===== config.mk =====
export PLATFORM = sky130hd
export DESIGN_NAME = ex_hazard_ctrl
export DESIGN_NICKNAME = d
export VERILOG_FILES = /design/src/rtl/ctrl_pkg.sv /design/src/rtl/ex_hazard_ctrl_raw_match.sv /design/src/rtl/ex_hazard_ctrl.sv
export SDC_FILE = /design/constraint.sdc
export NUM_CORES = 1
export LEC_CHECK = 0
export BUFFER_PORTS_ARGS = -buffer_cell sky130_fd_sc_hd__buf_2
export CAP_MARGIN = 20
export CORE_ASPECT_RATIO = 0.8
export CORE_UTILIZATION = 30
export DETAILED_ROUTE_END_ITERATION = 10
export PLACE_DENSITY = 0.6
export SETUP_SLACK_MARGIN = 0.3
export SLEW_MARGIN = 5
export SYNTH_ARGS = -nofsm -noshare
export SYNTH_HDL_FRONTEND = slang
export SYNTH_SLANG_ARGS = --single-unit

===== constraint.sdc =====
create_clock -name clk -period 3.47 [get_ports clk]
set_clock_uncertainty 0.15 [all_clocks]
set_input_delay 0.347 -clock clk [delete_from_list [all_inputs] [get_ports clk]]
set_output_delay 0.347 -clock clk [all_outputs]
set_load 0.1 [all_outputs]

===== src/rtl/ctrl_pkg.sv =====
// Shared encodings for the execution-stage hazard/flush controller.
// The state encoding is visible on the State port, so the values are fixed.
package ctrl_pkg;

    typedef enum logic [1:0] {
        ST_INIT  = 2'd0,
        ST_RUN   = 2'd1,
        ST_FLUSH = 2'd2
    } state_t;

    localparam logic [4:0] REG_ZERO = 5'd0;

endpackage


===== src/rtl/ex_hazard_ctrl_raw_match.sv =====
// One source register compared against the X/M/W destinations.
// Register zero is hard-wired, so it can never be a RAW dependency.
module raw_match
    import ctrl_pkg::*;
(
    input  logic [4:0] src_i,
    input  logic [4:0] rd_x_i,
    input  logic       wr_x_i,
    input  logic [4:0] rd_m_i,
    input  logic       wr_m_i,
    input  logic [4:0] rd_w_i,
    input  logic       wr_w_i,
    output logic       hit_o
);

    logic hit_x, hit_m, hit_w;

    assign hit_x = wr_x_i && (src_i == rd_x_i);
    assign hit_m = wr_m_i && (src_i == rd_m_i);
    assign hit_w = wr_w_i && (src_i == rd_w_i);

    assign hit_o = (src_i != REG_ZERO) && (hit_x || hit_m || hit_w);

endmodule


===== src/rtl/ex_hazard_ctrl.sv =====
// Execution-stage sequencing: stalls decode on RAW hazards (no forwarding)
// and runs a fixed-length flush after a taken branch.
module ex_hazard_ctrl
    import ctrl_pkg::*;
#(
    parameter int FLUSH_CYCLES = 2,
    parameter int CNT_W        = 16
) (
    input  logic             clk,
    input  logic             rst,
    input  logic             FD_Valid,
    input  logic [4:0]       FD_RS,
    input  logic [4:0]       FD_RT,
    input  logic             FD_UsesRT,
    input  logic [4:0]       DX_RD,
    input  logic             DX_RegWrite,
    input  logic [4:0]       XM_RD,
    input  logic             XM_RegWrite,
    input  logic [4:0]       MW_RD,
    input  logic             MW_RegWrite,
    input  logic             XF_Branch,
    output logic             Stall,
    output logic             Bubble,
    output logic             Flush,
    output logic [1:0]       State,
    output logic [CNT_W-1:0] StallCnt,
    output logic [CNT_W-1:0] FlushCnt
);

    // The branch cycle itself is the first flush cycle, hence the -2.
    localparam logic [2:0] RELOAD = 3'((FLUSH_CYCLES > 1) ? (FLUSH_CYCLES - 2) : 0);

    state_t           state_q;
    logic [2:0]       fcnt_q;
    logic [CNT_W-1:0] stall_cnt_q;
    logic [CNT_W-1:0] flush_cnt_q;

    logic rs_hit, rt_hit, hazard;

    raw_match u_rs_match (
        .src_i  (FD_RS),
        .rd_x_i (DX_RD),
        .wr_x_i (DX_RegWrite),
        .rd_m_i (XM_RD),
        .wr_m_i (XM_RegWrite),
        .rd_w_i (MW_RD),
        .wr_w_i (MW_RegWrite),
        .hit_o  (rs_hit)
    );

    raw_match u_rt_match (
        .src_i  (FD_RT),
        .rd_x_i (DX_RD),
        .wr_x_i (DX_RegWrite),
        .rd_m_i (XM_RD),
        .wr_m_i (XM_RegWrite),
        .rd_w_i (MW_RD),
        .wr_w_i (MW_RegWrite),
        .hit_o  (rt_hit)
    );

    assign hazard = FD_Valid && (rs_hit || (FD_UsesRT && rt_hit));

    always_comb begin
        Stall  = 1'b0;
        Bubble = 1'b0;
        Flush  = 1'b0;
        case (state_q)
            ST_RUN: begin
                // A taken branch makes the stalled decode instruction wrong-path.
                if (XF_Branch) begin
                    Flush  = 1'b1;
                    Bubble = 1'b1;
                end else if (hazard) begin
                    Stall  = 1'b1;
                    Bubble = 1'b1;
                end
            end
            ST_FLUSH: begin
                Flush  = 1'b1;
                Bubble = 1'b1;
            end
            default: ;
        endcase
    end

    always_ff @(posedge clk) begin
        if (!rst) begin
            state_q     <= ST_INIT;
            fcnt_q      <= 3'd0;
            stall_cnt_q <= '0;
            flush_cnt_q <= '0;
        end else begin
            case (state_q)
                ST_INIT: state_q <= ST_RUN;
                ST_RUN: begin
                    if (XF_Branch) begin
                        if (flush_cnt_q != '1) flush_cnt_q <= flush_cnt_q + 1'b1;
                        if (FLUSH_CYCLES > 1) begin
                            state_q <= ST_FLUSH;
                            fcnt_q  <= RELOAD;
                        end
                    end else if (hazard) begin
                        if (stall_cnt_q != '1) stall_cnt_q <= stall_cnt_q + 1'b1;
                    end
                end
                ST_FLUSH: begin
                    if (XF_Branch) begin
                        fcnt_q <= RELOAD;
                        if (flush_cnt_q != '1) flush_cnt_q <= flush_cnt_q + 1'b1;
                    end else if (fcnt_q == 3'd0) begin
                        state_q <= ST_RUN;
                    end else begin
                        fcnt_q <= fcnt_q - 3'd1;
                    end
                end
                default: state_q <= ST_INIT;
            endcase
        end
    end

    assign State    = state_q;
    assign StallCnt = stall_cnt_q;
    assign FlushCnt = flush_cnt_q;

endmodule


Word level (Yosys, flattened, before mapping)
Cells that the tools add are included.
{"block": "totals", "reg_bits": 37, "wordCells": 62}
{"block": "classes", "addsub": 3, "eq_ne": 14, "muxes": 15, "n_bitwise": 1, "reduce_logical": 25}
{"cell": "$add A16 B1 Y16 const B", "count": 2}
{"cell": "$ne A16 B16 Y1 const B", "count": 2}
{"cell": "$eq A5 B5 Y1", "count": 6}
{"cell": "$logic_and A1 B1 Y1", "count": 10}
{"cell": "$reduce_bool A5 Y1", "count": 2}
{"cell": "$mux W3", "count": 3}
{"cell": "$reduce_and A3 Y1", "count": 3}
{"cell": "$mux W2", "count": 3}
{"cell": "$ne A2 B2 Y1 const B", "count": 3}
{"cell": "$pmux W2 S3", "count": 1}
{"cell": "$pmux W3 S2", "count": 1}
{"cell": "$logic_or A1 B1 Y1", "count": 5}
{"cell": "$mux W1", "count": 5}
{"cell": "$pmux W1 S2", "count": 2}
{"cell": "$reduce_and A4 Y1", "count": 1}
{"cell": "$logic_not A3 Y1", "count": 1}
{"cell": "$ne A3 B3 Y1 const B", "count": 1}
{"cell": "$sub A3 B1 Y3 const B", "count": 1}
{"cell": "$eq A2 B1 Y1 const B", "count": 1}
{"cell": "$eq A2 B2 Y1 const B", "count": 1}
{"cell": "$logic_not A2 Y1", "count": 1}
{"cell": "$reduce_bool A2 Y1", "count": 1}
{"cell": "$reduce_or A2 Y1", "count": 1}
{"cell": "$not A1 Y1", "count": 1}

Depth between registers and ports, before layout
{"block": "depth", "word_depth": 11, "ltp_mapped": 9, "mapped_depth_nobuf": 8}

Modules after synthesis
Synthesis repeated with hierarchy kept, for this count alone.
{"block": "unflattened", "cells_unflattened": 284, "area_unflattened_um2": 2377.3}
{"mod": "ex_hazard_ctrl", "instances": 1, "cells_per_inst": 236, "area_each_um2": 1991.9}
{"mod": "raw_match", "instances": 2, "cells_per_inst": 24, "area_each_um2": 192.7}

Worst setup path before layout
Ideal clock, no wire load.
{"block": "synth_path", "path_type": "register -> output", "from": "register state_q[1], in the netlist State[1]", "to": "output port Bubble", "arrival_time_ns": 3.764, "t_required_ns": 2.973, "slack_ns": -0.791, "path_stages_with_launch": 5, "path_buffers": 0, "cell_sequence": "dfxtp_1 -> inv_1 -> ha_1 -> nor2b_1 -> a41o_1"}
{"block": "synth_via", "elab_chain_cells": 2, "elab_cells_between_ends": 3}
{"element": "start, declared", "line": "ex_hazard_ctrl.sv:33", "source": "state_t state_q;"}
{"element": "start signal, assigned", "line": "ex_hazard_ctrl.sv:89", "source": "state_q <= ST_INIT;"}
{"element": "start signal, assigned", "line": "ex_hazard_ctrl.sv:95", "source": "ST_INIT: state_q <= ST_RUN;"}
{"element": "start signal, assigned", "line": "ex_hazard_ctrl.sv:100", "source": "state_q <= ST_FLUSH;"}
{"element": "$eq A2 B2 Y1 or $eq A2 B1 Y1 (tied branches)", "line": "ex_hazard_ctrl.sv:68", "source": "case (state_q)"}
{"element": "$pmux W1 S2 (*)", "line": "ex_hazard_ctrl.sv:68"}
{"element": "end, declared", "line": "ex_hazard_ctrl.sv:23", "source": "output logic Bubble,"}
Mark *: on every way between the ends. The rest lies on a longest branch, timed or not.

Worst setup path after layout
{"block": "layout_path", "from": "input port FD_RS[1]", "to": "output port Bubble"}
{"block": "layout_via", "elab_chain_cells": 10, "elab_cells_between_ends": 15}
{"element": "start, declared", "line": "ex_hazard_ctrl.sv:12", "source": "input logic [4:0] FD_RS,"}
{"element": "$eq A5 B5 Y1, on equally long branches", "line": "ex_hazard_ctrl_raw_match.sv:18, ex_hazard_ctrl_raw_match.sv:19"}
{"element": "$logic_and A1 B1 Y1, on equally long branches", "line": "ex_hazard_ctrl_raw_match.sv:18, ex_hazard_ctrl_raw_match.sv:19"}
{"element": "$logic_or A1 B1 Y1 (2 in a row)", "line": "ex_hazard_ctrl_raw_match.sv:22", "source": "assign hit_o = (src_i != REG_ZERO) && (hit_x || hit_m || hit_w);"}
{"element": "$logic_and A1 B1 Y1 (*)", "line": "ex_hazard_ctrl_raw_match.sv:22"}
{"element": "$logic_or A1 B1 Y1 (*)", "line": "ex_hazard_ctrl.sv:62", "source": "assign hazard = FD_Valid && (rs_hit || (FD_UsesRT && rt_hit));"}
{"element": "$logic_and A1 B1 Y1 (*)", "line": "ex_hazard_ctrl.sv:62"}
{"element": "$mux W1 (*)", "line": "ex_hazard_ctrl.sv:74", "source": "end else if (hazard) begin"}
{"element": "$mux W1 (*)", "line": "ex_hazard_ctrl.sv:71", "source": "if (XF_Branch) begin"}
{"element": "$pmux W1 S2 (*)", "line": "ex_hazard_ctrl.sv:68"}
Marks and branches as above.

==> metrics.md <==
| Metric | Value |
|---|---|
| Async SR Flop Fraction | `0%` |
| Fin util | `about two fifths` |
| Fmax | `between 300 and 400 MHz` |
| Worst Setup End Kind | `primary output` |
| IO Pins | `70` |
| IO buf count | `69` |
| YS warnings | `0` |
| Hold buffer count at CTS | `0` |
| Total track usage | `between 10% and 20%` |
| Share of cells above drive strength 1 | `26.6%` |
| Clk slew on worst S/H paths | `~60 ps` |
| Drt initial violations | `114` |
| Yosys top cell by area | `dfxtp_1` |
| Final Max Slew Viols | `0` |
| Number of routed nets with antenna violations | `0` |
| Die extent in y | `roughly 80 um` |
| Die ar. | `8040 um^2` |
| Net Count, Synth | `317` |
| Initial antenna violation count | `0` |
| Syn Inst Count | `277` |
| Maximum root-to-sink buffer count | `2` |
| Worst Tran Pin Value | `roughly 500 ps` |
| Leakage power | `~1.2 nW` |
| Final setup viols | `0` |
| Post-Synthesis Cell Area | `between 2000 and 2500 um^2` |
| First-pass GRT wire length | `a little under 10,000 um` |
| Avg Inst Size Synth | `approximately 8.3 um^2` |
| Final Cycle Share | `about four fifths` |
| Primary FF master, synth | `dfxtp_1` |
| Outcome | `complete, no violations` |
| Vias post-DR | `~2,100` |
| Post-DP HPWL | `4540 um` |
| Largest net degree at the start of global routing | `19` |
| TritonCTS Buffers | `5` |
| Min-Delay Path Class | `primary input to register` |
| Vias per inst | `between 4 and 5` |
| Total negative slack | `0 ps` |
| CTS tree | `yes` |
| # resized after CTS | `0` |
| Crit Path Max Fanout | `4` |
| Peak VDD IR | `between 0.0001 and 0.00015 V` |
| Final net count | `a little under 400` |
| Clk_lat worst skew | `around 300 ps` |
| Die X | `approximately 100 um` |
| Initial Util | `31.0%` |
| Total Wirelength | `around 5800 um` |
| Crit path required time | `around 3000 ps` |
| Post-synth top area share | `between 30% and 40%` |
| Drc violations | `0` |
| Post-synth EDFFs | `0` |
| Routed WL per cell | `roughly 13 um` |
| RSZ-0062 raised after global routing | `false` |
| Critical Path Start Type | `primary input` |
| Worst Hold Path Cells | `3` |
| Critical setup path kind | `primary input to primary output` |
| # rows | `28` |
| Post-synth cell types | `37` |
| Num Clock Sinks | `37` |
| Top cells by area, synth | `dfxtp_1, xnor2_1, xor2_1` |
| Sequential element share of the synthesized area | `32.2%` |
| Max H-tree Level | `2` |
| Core ar. | `7430 um^2` |
| Max-capacitance violation count | `0` |
| Reg2Reg Depth | `8` |
| Pwr Density | `about 360 nW/um^2` |
| GRT overflow | `0` |
| Drt pass-1 iters | `4` |
| Vias in the first global route | `roughly 2,000` |
| CTS root buf | `clkbuf_8` |
| Worst endpoint data arrival time | `between 2000 and 2500 ps` |
| Commonest non-fill, non-tap cell in the layout | `buf_2` |
| Synth-to-Final Area Change | `24.1%` |
| # Post-CTS Setup Buffers | `0` |
| Most frequent cells in the layout | `buf_2, dfxtp_1, nor2_1` |
| GP Congestion | `around 0.95` |
| N_diodes | `0` |
| Slew margin rel. | `66.6%` |
| Final hold vios | `0` |
| Seq cells post-synth | `37` |
| Fin crit period | `2740 ps` |
## registers in the layout, summed over array words and instances (netlist names)
register,flops
fcnt_q,3
State,2
FlushCnt,16
StallCnt,16
## critical path: stages
cell	delay, ps
buf_2	130
or4_1	510
nor2_1	210
nor3_1	130
nor3_1	190
o21ai_0	140
a41o_1	280
buf_2	290
## power by group
group / internal, W / switching [W] / total (W)
registers: 0.000439 / 0.0000111 / 0.000451
logic: 0.0000916 / 0.000185 / 0.000277
clock network: 0.000139 / 0.000156 / 0.000295
## final cells by class
cell class / count / area (um^2)
fillers: 809 / 4570
multi-input cells: 223 / 1510
flip-flops and latches: 37 / 741
repair buffers: 70 / 353
well taps: 105 / 131
clock buffers: 6 / 72.6
inverters: 11 / 41.3
clock inverters: 2 / 10.0
## synthesized netlist by cell type, types with 2 or more instances
library cell,instances
dfxtp_1,37
nor2_1,33
xnor2_1,29
nand2_1,28
xor2_1,20
a21oi_1,13
nand4_1,12
nand3_1,11
inv_1,10
mux2i_1,8
nand2b_1,8
nor3_1,8
ha_1,7
o21ai_0,7
clkbuf_1,6
or3_1,4
a211oi_1,3
and3_1,3
and3_2,3
and4_1,3
nor4_1,3
o311ai_4,3
or4_1,3
or2_2,2
## layer usage
layer  up-vias  track usage [%]  share of wire [%]
met5         -                0                  0
met2        45             24.9                 46
li1       1094                -                  -
met1       993             20.4                 47
met3         6             4.35                5.5
met4         0             3.91               0.97
## stage by stage
stage	instances	setup WS, ps	instance area (um^2)	power, W	hold WS (ps)
finish	454	729	2860	0.00102	284
global route	454	610	2860	0.00108	284
detailed placement	446	770	2780	0.000737	331
CTS	454	770	2860	0.00104	274
global placement	446	810	2780	0.000733	316
floorplan	277	89.6	2310	0.000664	328
## worst paths after layout
kind / from / end / slack (ps)
worst min register to register: StallCnt[9]$_SDFFE_PN0P_ / StallCnt[9]$_SDFFE_PN0P_ / 340
worst max-delay path: FD_RS[1] / Bubble / 730
worst max register to register: State[1]$_SDFFE_PN0P_ / StallCnt[8]$_SDFFE_PN0P_ / 1130
worst min-delay path: XF_Branch / State[1]$_SDFFE_PN0P_ / 280
## logic make-up after synthesis
logic type | Yosys count | synth area share (%)
and+or+nand+nor | 126 | 27.5
AOI/OAI and AO/OA | 33 | 11.6
buffers and inverters | 17 | 2.77
muxes | 8 | 3.48
xor gates and xnor gates | 49 | 18.6
DFF | 37 | 32.2
adders and majority gates | 7 | 3.80
Note: power is estimated with default switching activity, not from simulation.
